===== config.mk =====
export PLATFORM = sky130hd
export DESIGN_NAME = blinker_switch_ctrl
export DESIGN_NICKNAME = d
export VERILOG_FILES = /design/src/rtl/blinker_pkg.sv /design/src/rtl/sync_2ff.sv /design/src/rtl/blinker_switch_ctrl.sv
export SDC_FILE = /design/constraint.sdc
export NUM_CORES = 1
export LEC_CHECK = 0
export BUFFER_PORTS_ARGS = -buffer_cell sky130_fd_sc_hd__buf_2
export CORE_AREA = 2 2 39 41
export CTS_CLUSTER_SIZE = 30
export DETAILED_ROUTE_END_ITERATION = 10
export DIE_AREA = 0 0 41 43
export GPL_TIMING_DRIVEN = 1
export PLACE_DENSITY = 0.47
export SLEW_MARGIN = 0
export SYNTH_ARGS = -nofsm -noshare
export SYNTH_HDL_FRONTEND = slang
export SYNTH_HIERARCHICAL = 1
export SYNTH_SLANG_ARGS = --single-unit

===== constraint.sdc =====
create_clock -name clk -period 3.5 [get_ports clk]
set_input_delay 0.525 -clock clk [delete_from_list [all_inputs] [get_ports clk]]
set_output_delay 0.525 -clock clk [all_outputs]
set_load 0.1 [all_outputs]

===== src/rtl/blinker_pkg.sv =====
// Shared types and default constants for the turn-signal button conditioning path.
package blinker_pkg;

   typedef enum logic [1:0] {
      IDLE       = 2'd0,
      DB_PRESS   = 2'd1,
      HELD       = 2'd2,
      DB_RELEASE = 2'd3
   } db_state_e;

   localparam int DEBOUNCE_CYCLES_DEF = 4;
   localparam int AUTO_OFF_CYCLES_DEF = 1024;

endpackage


===== src/rtl/sync_2ff.sv =====
// Two-flop synchronizer for a single asynchronous level; resets to 0.
module sync_2ff (
   input  logic clk,
   input  logic rst_n,
   input  logic d,
   output logic q
);

   logic meta_q;
   logic sync_q;

   always_ff @(posedge clk or negedge rst_n) begin
      if (!rst_n) begin
         meta_q <= 1'b0;
         sync_q <= 1'b0;
      end else begin
         meta_q <= d;
         sync_q <= meta_q;
      end
   end

   assign q = sync_q;

endmodule


===== src/rtl/blinker_switch_ctrl.sv =====
// Push-button -> synchronizer -> debounce FSM -> press-toggle level for the blinker.
// Optional timeout forcing the switch low: define BLINKER_AUTO_OFF_EN.
module blinker_switch_ctrl
   import blinker_pkg::*;
#(
   parameter int DEBOUNCE_CYCLES = DEBOUNCE_CYCLES_DEF,
   parameter int AUTO_OFF_CYCLES = AUTO_OFF_CYCLES_DEF
) (
   input  logic clk,
   input  logic reset,
   input  logic btn_raw,
   output logic btn_stable,
   output logic press_pulse,
   output logic blinker_switch
);

   localparam int CNT_W = $clog2(DEBOUNCE_CYCLES + 1);
   localparam logic [CNT_W-1:0] DB_MAX = CNT_W'(DEBOUNCE_CYCLES);

   if (DEBOUNCE_CYCLES < 1) begin : g_bad_db
      $error("DEBOUNCE_CYCLES must be >= 1");
   end
   if (AUTO_OFF_CYCLES < 1) begin : g_bad_ao
      $error("AUTO_OFF_CYCLES must be >= 1");
   end

   logic btn_sync;

   sync_2ff u_sync (
      .clk   (clk),
      .rst_n (reset),
      .d     (btn_raw),
      .q     (btn_sync)
   );

   db_state_e        state_q, state_d;
   logic [CNT_W-1:0] cnt_q, cnt_d;
   logic             stable_q, stable_d;
   logic             pulse_q, pulse_d;
   logic             bs_q, bs_d;

`ifdef BLINKER_AUTO_OFF_EN
   localparam int TO_W = (AUTO_OFF_CYCLES > 1) ? $clog2(AUTO_OFF_CYCLES) : 1;
   logic [TO_W-1:0] to_q, to_d;
   logic            timeout;

   assign timeout = bs_q && (to_q == TO_W'(AUTO_OFF_CYCLES - 1));
`endif

   always_comb begin
      state_d  = state_q;
      cnt_d    = cnt_q;
      stable_d = stable_q;
      pulse_d  = 1'b0;
      bs_d     = bs_q;
      case (state_q)
         IDLE: begin
            if (btn_sync) begin
               state_d = DB_PRESS;
               cnt_d   = CNT_W'(1);
            end
         end
         DB_PRESS: begin
            if (!btn_sync) begin
               state_d = IDLE;
               cnt_d   = '0;
            end else if (cnt_q == DB_MAX) begin
               state_d  = HELD;
               stable_d = 1'b1;
               pulse_d  = 1'b1;
               bs_d     = ~bs_q;
               cnt_d    = '0;
            end else begin
               cnt_d = cnt_q + 1'b1;
            end
         end
         HELD: begin
            if (!btn_sync) begin
               state_d = DB_RELEASE;
               cnt_d   = CNT_W'(1);
            end
         end
         DB_RELEASE: begin
            if (btn_sync) begin
               state_d = HELD;
               cnt_d   = '0;
            end else if (cnt_q == DB_MAX) begin
               state_d  = IDLE;
               stable_d = 1'b0;
               cnt_d    = '0;
            end else begin
               cnt_d = cnt_q + 1'b1;
            end
         end
         default: begin
            state_d = IDLE;
            cnt_d   = '0;
         end
      endcase
`ifdef BLINKER_AUTO_OFF_EN
      // Timeout wins over a same-edge press; the press still strobes.
      if (timeout) bs_d = 1'b0;
      // Counting only while the switch stays high clears it on the rising edge too.
      to_d = (bs_q && bs_d) ? to_q + 1'b1 : '0;
`endif
   end

   always_ff @(posedge clk or negedge reset) begin
      if (!reset) begin
         state_q  <= IDLE;
         cnt_q    <= '0;
         stable_q <= 1'b0;
         pulse_q  <= 1'b0;
         bs_q     <= 1'b0;
`ifdef BLINKER_AUTO_OFF_EN
         to_q     <= '0;
`endif
      end else begin
         state_q  <= state_d;
         cnt_q    <= cnt_d;
         stable_q <= stable_d;
         pulse_q  <= pulse_d;
         bs_q     <= bs_d;
`ifdef BLINKER_AUTO_OFF_EN
         to_q     <= to_d;
`endif
      end
   end

   assign btn_stable     = stable_q;
   assign press_pulse    = pulse_q;
   assign blinker_switch = bs_q;

endmodule


# Word-level counts from Yosys, hierarchy flattened
# Index checks and enable logic that the tools add are counted.
# op_classes
n_eq_ne	12
muxes	21
n_bitwise	1
n_addsub	1
reduce_logical	6
# op_table
operator	count
$mux W3	5
$mux W2	6
$pmux W3 S4	1
$ne A2 B2 Y1 const B	4
$pmux W2 S4	1
$mux W1	7
$reduce_and A5 Y1	1
$eq A2 B2 Y1 const B	2
$ne A2 B1 Y1 const B	2
$reduce_and A4 Y1	1
$add A3 B1 Y3 const B	1
$eq A3 B3 Y1 const B	1
$ne A3 B2 Y1 const B	1
$ne A3 B3 Y1 const B	1
$reduce_and A3 Y1	1
$eq A2 B1 Y1 const B	1
$logic_not A2 Y1	1
$pmux W1 S2	1
$reduce_and A2 Y1	1
$reduce_bool A2 Y1	1
$not A1 Y1	1
# word_totals
inputBits	3
output_inout_bits	3
reg_bits	10
elab_cells	48

# Longest topological paths before layout
# depth
depth_word	4
mapped_depth	5
mapped_depth_nobuf	5

# By module
# The synthesis kept the hierarchy.
# modules_own_cells
module	instances	seq_area_each_um2	cells_per_inst	area_each_um2
blinker_switch_ctrl	1	200.2	33	381.6
sync_2ff	1	50.0	2	50.0

# Worst setup path after synthesis
# No wires, ideal clock.
# synth_timing
kind	register -> output
from	register bs_q, in the netlist blinker_switch
to	output port blinker_switch
path_buffers	0
slack_ps	2065
t_arrival_ps	910
stages_incl_launch_ff	1
required_ps	2975
path_cell_list	dfrtp_1
# synth_lines
element	line	text
start: declaration	blinker_switch_ctrl.sv:40	logic bs_q, bs_d;
start signal: assignment	blinker_switch_ctrl.sv:123	bs_q <= bs_d;
end: declaration	blinker_switch_ctrl.sv:14	output logic blinker_switch
# No word-level cell between the ends.

# Worst setup path in the final report
# layout_timing
from	register bs_q, in the netlist blinker_switch
to	output port blinker_switch
# No word-level cell between the ends.

==> reports/qor.yml <==
status: "finished clean"
critPathKind: "reg2out"
cts_max_level: 1
drtIter0Drc: 3
r2r-start: "cnt_q[0]$_DFFE_PN0P_"
synthDistinctLibCells: 19
synthFlopType: "dfrtp_1"
cts.reportedPaths.clkPinSlew_ns: 0.07
multiInputGateArea_um2: 170.2
holdBufCountCts: 0
antenna_cells: 0
leakage_nw: 0.2381
hpwlAfterDp_um: 497.7
finalNetCount: 50
antenna_found_initial: 0
synthDominantCellAreaShare_pct: 57.97
fmax_mhz: 631.6
cp_top_family: "buffers and inverters"
die_y_um: 43
synth_cells: 35
post-cts-setup-buffer-count: 0
synth_nets: 40
regArea_um2: 250.2
ys_ff_latch: 10
grt_pass1_vias: 278
grt-ovfl-total: 0
setup_viol: 0
yosys_warnings: 6
path_buf_inv: 1
die_w_um: 41
ys_async_sr_fraction_pct: 100.0
area_delta_synth_final_pct: 18.84
track_usage_pct: 10.71
finalHoldViolations: 0
setup_tns_ns: 0
fin_worst_skew_ns: 0.0003075
path_cells: "buf_2"
synth_area_per_cell_um2: 12.33
start_util_pct: 31.19
cts_sinks: 10
drc_errors: 0
postRouteAntennaNets: 0
yosys-top-cells-count: "dfrtp_1 (10), nand2_1 (4), inv_1 (3), ha_1 (2), xor2_1 (2)"
cp_data_arrival_time_ns: 1.06
vias: 283
cp_max_fo: 2
clock_latency_ns: 0.26
p_per_area_nw_per_um2: 719.1
place.port_buffers: 5
r2r_cells: 5
finalCriticalPeriod_ns: 1.583
die_area_um2: 1763
netlist_area_um2: 431.7
ctsResizeCount: 0
worst_slew_pin_slew_ns: 0.4833
clock_path_buffers: 2
dr.pass1.iters: 3
grt_pass1_wl_um: 1152
post_drt_wl_per_cell_um: 10.93
seq_area_frac_synth_pct: 57.97
slew_headroom_pct: 68.00
postLayoutCoreUtil_pct: 37.07
cts_made_buffers: 3
slowest_stage: "buf_2"
slowest_delay_ns: 0.43
drive_gt1_share_pct: 25.00
vias_per_cell: 4.717
rsz0062_at_grt: "no"
grt_max_degree: 11
core_um2: 1384
peakVddDrop_v: 0.0002808
drv_cap: 0
crit_path_end_kind: "output port"
fin_crit_sh_pct: 45.23
hp-class: "in2async"
reg2reg_to: "blinker_switch$_DFFE_PN0P_"
rrSetupSlack_ns: 2.16
clockRootBuffer: "clkbuf_4"
yosys-top-cells-area: "dfrtp_1 (58%), ha_1 (5.8%), nor3b_4 (4.3%)"
synth_edf_count: 0
synth.most_common_cell: "dfrtp_1"
rows: 14
fillers: 137
pin_count: 6
yosys.area.top_type: "dfrtp_1"
crit_required_ns: 2.97
place.gp.congestion: 0.7163
startpoint_type: "flop"
drt_wl_total_um: 656
cts_tree: "yes"
slew_viol_final: 0
-- worst max path at each step --
stage / start / to / cells after the start
6_report: blinker_switch$_DFFE_PN0P_ / blinker_switch / 1
5_1_grt: blinker_switch$_DFFE_PN0P_ / blinker_switch / 1
4_1_cts: btn_stable$_DFFE_PN0P_ / btn_stable / 1
3_5_place_dp: cnt_q[0]$_DFFE_PN0P_ / blinker_switch$_DFFE_PN0P_ / 5
3_3_place_gp: cnt_q[0]$_DFFE_PN0P_ / blinker_switch$_DFFE_PN0P_ / 5
2_1_floorplan: blinker_switch$_DFFE_PN0P_ / blinker_switch / 0
-- registers in the layout (all words and copies together) (netlist names), named ones only --
signal,count
u_sync/meta_q,1
btn_stable,1
blinker_switch,1
press_pulse,1
state_q,1
u_sync/q,1
cnt_q,3
-- layer usage --
metal  share of wire, %  global-route usage, %
met1                 42                  12.20
met2                 53                  14.06
met3                5.2                  4.712
met4                  0                  10.00
met5                  0                      0
-- per-stage QoR --
| step | instances | cell area [um^2] | hold slack [ns] | total power, mW | worst slack [ns] |
|---|---|---|---|---|---|
| floorplan | 35 | 431.7 | 0.2294 | 0.2459 | 2.065 |
| global placement | 56 | 476.7 | 0.3363 | 0.2653 | 2.201 |
| global route | 60 | 513.0 | 0.1041 | 0.3993 | 1.871 |
| CTS | 60 | 513.0 | 0.1052 | 0.3748 | 1.901 |
| detailed placement | 56 | 476.7 | 0.3395 | 0.2690 | 2.139 |
| finish | 60 | 513.0 | 0.1043 | 0.3689 | 1.917 |
-- cell families (layout without fill, tap and decap cells) --
family	count (synthesis)	in the layout	synth area share, %
AO/OA/AOI/OAI	7	7	10.43
XOR/XNOR	3	3	6.088
adder cells (fa/ha/maj)	2	2	5.796
buffers and inverters	3	12	2.609
flip-flops	10	10	57.97
multiplexers	1	1	2.609
AND/OR/NAND/NOR	9	9	14.49
-- final cells by class --
| type | count | share of cell area, % |
|---|---|---|
| Clock buffer | 4 | 7.073 |
| Inverter | 3 | 2.195 |
| Multi-Input combinational cell | 22 | 33.17 |
| Sequential cell | 10 | 48.78 |
| Tap cell | 16 | 3.902 |
| Timing Repair Buffer | 5 | 4.878 |
-- power breakdown --
part / switching (mW) / internal [mW] / total [mW]
combinational: 0.0615 / 0.0347 / 0.0962
sequential: 0.0292 / 0.140 / 0.169
clock: 0.0401 / 0.0632 / 0.103
total: 0.131 / 0.238 / 0.369
-- placed cells by master (no fill, tap or decap), types with 2 or more instances in the layout --
cell type and n:
buf_2 5, clkbuf_4 3, dfrtp_1 10, ha_1 2, inv_1 3, nand2_1 4
xor2_1 2
No activity file was read; power rests on OpenSTA's default activity.
